===== src/rtl/stopwatch_pkg.sv =====
// Shared types and sizing for the stopwatch time-keeping core and the downstream
// digits stage.
package stopwatch_pkg;

  typedef enum logic [1:0] {
    SW_RUN   = 2'd0,
    SW_PAUSE = 2'd1,
    SW_ADJ   = 2'd2
  } sw_state_t;

  localparam int SW_W   = 6;
  localparam int SW_MAX = 59;

endpackage


===== src/rtl/stopwatch_if.sv =====
// Control pulses and time outputs of the stopwatch core, bundled for the top level.
interface stopwatch_if
  import stopwatch_pkg::*;
#(
  parameter int W = SW_W
);

  logic         tick_1hz;
  logic         tick_adj;
  logic         pause_p;
  logic         clr_p;
  logic         adj;
  logic         sel;
  logic [W-1:0] minutes;
  logic [W-1:0] seconds;
  logic         running;
  logic         sec_wrap;

  modport master (
    output tick_1hz, tick_adj, pause_p, clr_p, adj, sel,
    input  minutes, seconds, running, sec_wrap
  );

  modport slave (
    input  tick_1hz, tick_adj, pause_p, clr_p, adj, sel,
    output minutes, seconds, running, sec_wrap
  );

endinterface


===== src/rtl/stopwatch_mod_counter.sv =====
// One modulo-(MAX_VAL+1) time field with clear priority over increment.
module mod_counter
  import stopwatch_pkg::*;
#(
  parameter int W       = SW_W,
  parameter int MAX_VAL = SW_MAX
) (
  input  logic         clk,
  input  logic         rst_n,
  input  logic         inc,
  input  logic         clr,
  output logic [W-1:0] value,
  output logic         at_max
);

  assign at_max = (value == W'(MAX_VAL));

  always_ff @(posedge clk or negedge rst_n) begin
    if (!rst_n) begin
      value <= '0;
    end else if (clr) begin
      value <= '0;
    end else if (inc) begin
      value <= at_max ? '0 : value + W'(1);
    end
  end

endmodule


===== src/rtl/stopwatch_counter.sv =====
// Minutes/seconds stopwatch core: run/pause/adjust FSM, carry and sec_wrap logic.
// Define STOPWATCH_SAT_EN to hold at MAX:MAX instead of wrapping to 00:00 when running.
module stopwatch_counter
  import stopwatch_pkg::*;
#(
  parameter int W       = SW_W,
  parameter int MAX_VAL = SW_MAX
) (
  input  logic             clk,
  input  logic             rst_n,
  stopwatch_if.slave       bus
);

  sw_state_t    state, state_nxt;
  sw_state_t    ret, ret_nxt;
  logic         sec_max, min_max;
  logic         sec_inc, min_inc;
  logic         run_tick, adj_tick, hold;
  logic         sec_wrap_nxt, sec_wrap_q;
  logic [W-1:0] sec_val, min_val;

  assign run_tick = (state == SW_RUN) && bus.tick_1hz;
  assign adj_tick = (state == SW_ADJ) && bus.tick_adj;

`ifdef STOPWATCH_SAT_EN
  assign hold = sec_max && min_max;
`else
  assign hold = 1'b0;
`endif

  // Adjust mode touches only the selected field, so there is no carry there.
  assign sec_inc      = (run_tick && !hold) || (adj_tick && bus.sel);
  assign min_inc      = (run_tick && sec_max && !hold) || (adj_tick && !bus.sel);
  assign sec_wrap_nxt = run_tick && sec_max && !hold && !bus.clr_p;

  mod_counter #(.W(W), .MAX_VAL(MAX_VAL)) u_sec (
    .clk    (clk),
    .rst_n  (rst_n),
    .inc    (sec_inc),
    .clr    (bus.clr_p),
    .value  (sec_val),
    .at_max (sec_max)
  );

  mod_counter #(.W(W), .MAX_VAL(MAX_VAL)) u_min (
    .clk    (clk),
    .rst_n  (rst_n),
    .inc    (min_inc),
    .clr    (bus.clr_p),
    .value  (min_val),
    .at_max (min_max)
  );

  always_ff @(posedge clk or negedge rst_n) begin
    if (!rst_n) begin
      state      <= SW_RUN;
      ret        <= SW_RUN;
      sec_wrap_q <= 1'b0;
    end else begin
      state      <= state_nxt;
      ret        <= ret_nxt;
      sec_wrap_q <= sec_wrap_nxt;
    end
  end

  // Entering adjust remembers where to go back to; adj wins over pause_p.
  always_comb begin
    state_nxt = state;
    ret_nxt   = ret;
    unique case (state)
      SW_RUN: begin
        if (bus.adj) begin
          state_nxt = SW_ADJ;
          ret_nxt   = SW_RUN;
        end else if (bus.pause_p) begin
          state_nxt = SW_PAUSE;
        end
      end
      SW_PAUSE: begin
        if (bus.adj) begin
          state_nxt = SW_ADJ;
          ret_nxt   = SW_PAUSE;
        end else if (bus.pause_p) begin
          state_nxt = SW_RUN;
        end
      end
      SW_ADJ: begin
        if (!bus.adj) begin
          state_nxt = ret;
        end
      end
      default: begin
        state_nxt = SW_RUN;
        ret_nxt   = SW_RUN;
      end
    endcase
  end

  assign bus.minutes  = min_val;
  assign bus.seconds  = sec_val;
  assign bus.running  = (state == SW_RUN);
  assign bus.sec_wrap = sec_wrap_q;

endmodule


===== src/flat_wrapper.sv =====
// flat-port wrapper written by rule: the top's interface ports become plain ports
module stopwatch_counter_flat import stopwatch_pkg::*;
#(
  parameter int W       = SW_W,
  parameter int MAX_VAL = SW_MAX
)
  (clk, rst_n, bus_tick_1hz, bus_tick_adj, bus_pause_p, bus_clr_p, bus_adj, bus_sel, bus_minutes, bus_seconds, bus_running, bus_sec_wrap);
  stopwatch_if #(.W(W)) bus_i ();
  input  logic clk;
  input  logic rst_n;
  input wire logic [$bits(bus_i.tick_1hz)-1:0] bus_tick_1hz;
  input wire logic [$bits(bus_i.tick_adj)-1:0] bus_tick_adj;
  input wire logic [$bits(bus_i.pause_p)-1:0] bus_pause_p;
  input wire logic [$bits(bus_i.clr_p)-1:0] bus_clr_p;
  input wire logic [$bits(bus_i.adj)-1:0] bus_adj;
  input wire logic [$bits(bus_i.sel)-1:0] bus_sel;
  output wire logic [$bits(bus_i.minutes)-1:0] bus_minutes;
  output wire logic [$bits(bus_i.seconds)-1:0] bus_seconds;
  output wire logic [$bits(bus_i.running)-1:0] bus_running;
  output wire logic [$bits(bus_i.sec_wrap)-1:0] bus_sec_wrap;
  assign bus_i.tick_1hz = bus_tick_1hz;
  assign bus_i.tick_adj = bus_tick_adj;
  assign bus_i.pause_p = bus_pause_p;
  assign bus_i.clr_p = bus_clr_p;
  assign bus_i.adj = bus_adj;
  assign bus_i.sel = bus_sel;
  assign bus_minutes = bus_i.minutes;
  assign bus_seconds = bus_i.seconds;
  assign bus_running = bus_i.running;
  assign bus_sec_wrap = bus_i.sec_wrap;
  stopwatch_counter #(.W(W), .MAX_VAL(MAX_VAL)) u_core (.clk(clk), .rst_n(rst_n), .bus(bus_i));
endmodule

===== config.mk =====
export PLATFORM = sky130hd
export DESIGN_NAME = stopwatch_counter_flat
export DESIGN_NICKNAME = d
export VERILOG_FILES = /design/src/rtl/stopwatch_pkg.sv /design/src/rtl/stopwatch_if.sv /design/src/rtl/stopwatch_mod_counter.sv /design/src/rtl/stopwatch_counter.sv /design/src/flat_wrapper.sv
export SDC_FILE = /design/constraint.sdc
export NUM_CORES = 1
export LEC_CHECK = 0
export CAP_MARGIN = 20
export CORE_ASPECT_RATIO = 0.8
export CORE_MARGIN = 1
export CORE_UTILIZATION = 30
export DETAILED_ROUTE_END_ITERATION = 8
export PLACE_DENSITY = 0.64
export SKIP_LAST_GASP = 1
export SYNTH_ARGS = -nofsm -noshare
export SYNTH_HDL_FRONTEND = slang
export SYNTH_HIERARCHICAL = 1
export SYNTH_SLANG_ARGS = --single-unit
export TNS_END_PERCENT = 10

===== constraint.sdc =====
create_clock -name clk -period 2.3 [get_ports clk]
set_input_delay 0.23 -clock clk [delete_from_list [all_inputs] [get_ports clk]]
set_output_delay 0.23 -clock clk [all_outputs]
set_load 0.02 [all_outputs]

==> key figures <==
Route
  – Number of remaining DRC errors: 0
  – First DRT Iteration DRCs: 70
  – ANT nets after route: 0
  – WL final: approximately 2100 µm
  – Total number of vias: 807
  – TritonRoute pass-1 iters: 4
  – Wirelength per Cell: ~13 µm
  – Via/cell ratio: about 5.1

Timing
  – Final Hold Fails: 0
  – Fmax: slightly below 0.5 GHz
  – Hold WS: about 420 ps
  – Setup violations, final: 0
  – Final period util: 0.889
  – Tmin final: roughly 2000 ps
  – TNS Setup: 0 ps
  – RSZ-0062 raised after global routing: no
  – Fin Clk Skew: around 3.6 ps
  – Final setup margin: between 200 and 300 ps
  – Worst slew margin: 0.490
  – Actual slew at the worst max-slew pin: roughly 760 ps
  – Max Slew Vio Count: 0

Global routing
  – Vias in the first global route: between 700 and 800
  – Met3 Track Usage GR: 0.0424
  – Initial antenna violation count: 0
  – Met2 Use GR: 0.206
  – Remaining global-route overflow: 0
  – Total GRT Usage: 0.144
  – First-pass GRT wire length: roughly 3500 µm
  – Largest net degree at the start of global routing: 17
  – Met1 Use GR: 0.202
  – Grt peak-use layer: met2

Setup path
  – Reg-to-reg startpoint: u_core/u_sec/value[0]
  – Critical path class: reg -> reg
  – CP Launch Type: flop
  – Worst EP arrival: approximately 2200 ps
  – Required time worst endpoint: 2480 ps
  – Worst reg2reg path depth: 9
  – Reg2Reg Capture Point: u_core/u_min/value[5]
  – Reg-to-reg slack, setup: 260 ps
  – CP endpoint kind: flop
  – Crit-path max FO: 9

CTS
  – CTS Sinks: 16
  – TritonCTS buffer count: 3
  – Clock buffer depth: 2
  – CTS H-tree lvls: 1
  – Post-CTS setup buffers: 0
  – CTS tree: done
  – Reg clk slew, reported paths: about 70 ps
  – PostCTS Resize Cnt: 0
  – Worst-skew pair later-pin latency: approximately 250 ps
  – CTS hold repair buffers: 0
  – Root Buffer: clkbuf_8

Power
  – Maximum vdd drop: 288 µV
  – Leak pwr: ~0.45 nW
  – Power per Cell Area: ~560 nW/µm²

Yosys
  – Yosys top cell by area: dfrtp_1
  – Cell variety after synth: 28
  – Mapped Nets: 107
  – Seq/Total Area, Yosys: 0.441
  – Syn avg cell area: 9.35 µm²
  – Async S/R FF share, synth: 1.00
  – Top_reg_cell synth: dfrtp_1
  – Synth area leaders: dfrtp_1 (44%), nand2b_1 (7.6%), nand2_1 (5.0%)
  – Post-Syn Area: 907 µm²
  – Synth warn: 6
  – Post-synth EDFFs: 0
  – Proportion of netlist area held by the largest area contributor: 0.441
  – #FFs+latches synth: 16
  – Syn Inst Count: 97

Floorplan
  – Core area: around 2800 µm²
  – Die area: 3250 µm²
  – I/O pin cnt: 22
  – Initial Util: 0.323
  – Chip Height: 51.2 µm
  – Site row count: 17
  – Die W: 63.5 µm

Cells and area
  – ANT cells: 0
  – Post-Layout Cell Count: 159
  – Most frequent cells in the layout: clkdlybuf4s50_1 (21), dfrtp_1 (16), nand2_1 (12), nand2b_1 (11), a21oi_1 (8)
  – Final #Nets: 132
  – Area of the multi-input gates: roughly 480 µm²
  – Layout area overhead: 34.3%
  – Most common cell after layout, fill and taps aside: clkdlybuf4s50_1
  – Register Area: about 400 µm²
  – Share of layout cells above drive strength 1: 0.0909
  – Fillers: 277
  – Post-layout util: 0.434

Place
  – Gpl congestion: slightly below 0.8
  – Worst slack, placed: around 280 ps
  – Hpwl dp: roughly 1500 µm
  – Input/output buffers: 21
  – Total placed cells including tap cells: 155

Run status
  – Status: completed

Flow run
  – MaxCap Viol Count: 0

Worst hold path
  – Worst min path class: in -> async
-- cells by family after synthesis --
logic type	after synthesis	synth area share
adder cells (fa/ha/maj)	2	0.0276
AO/OA/AOI/OAI	22	0.161
flip-flops	16	0.441
multiplexers	2	0.0221
buffers and inverters	5	0.0331
AND/OR/NAND/NOR	50	0.314
-- power by group --
part	switching [mW]	internal, mW
clock network	0.101	0.152
registers	0.0245	0.298
logic	0.0558	0.0563
total	0.181	0.507
-- sequential cells by signal, summed over array words and instances, names as in the netlist --
register / cells
u_core/bus.sec_wrap: 1
u_core/ret: 1
u_core/state: 2
u_core/u_min/value: 6
u_core/u_sec/value: 6
-- critical path, stage by stage (launching register included) --
cell      delay, ps
dfrtp_1         450
ha_1            240
nand2b_1        120
nor2_2          180
nand3b_1        110
a21oi_1         140
buf_4           170
nand3_1          90
or4_1           400
o21ai_1          80
-- per-stage QoR --
step	power (mW)	area (µm²)
finish	0.688	1220
detailed placement	0.439	1160
global route	0.729	1220
CTS	0.701	1220
floorplan	0.386	907
global placement	0.436	1160
-- worst max-delay path by stage --
stage | startpoint | endpoint | slack (ps) | cells past startpoint
final | u_core/u_sec/value[0] | u_core/u_min/value[5] | 260 | 9
after global routing | u_core/u_sec/value[0] | u_core/u_min/value[5] | 80 | 9
after CTS | u_core/u_sec/value[0] | u_core/u_min/value[5] | 210 | 9
after detailed placement | u_core/u_sec/value[0] | u_core/u_min/value[5] | 280 | 9
after global placement | u_core/u_sec/value[0] | u_core/u_min/value[5] | 400 | 9
after floorplan | u_core/u_sec/value[0] | u_core/u_min/value[5] | 320 | 9
-- layout make-up --
type,count,area share
multi-input cells,76,0.393
flip-flops and latches,16,0.329
repair buffers,24,0.191
clock buffers,4,0.0452
well taps,38,0.0390
inverters,1,0.00308
-- per-layer routing --
metal,vias to the layer above,wire length [µm]
li1,401,-
met1,379,1100
met2,23,879
met3,4,81
met4,0,30
met5,-,0
-- Yosys cell counts, drive strengths merged (2+ instances only) --
library cell,instances
o22ai,2
o2111ai,2
or2,2
or3b,4
nand3,7
ha,2
nand3b,2
nand2,12
o21ai,2
nor2,7
dfrtp,16
a21oi,8
nand4,2
mux2i,2
buf,3
nand2b,11
o211ai,2
or4,2
a31oi,2
(Power assumes the default switching activity.)
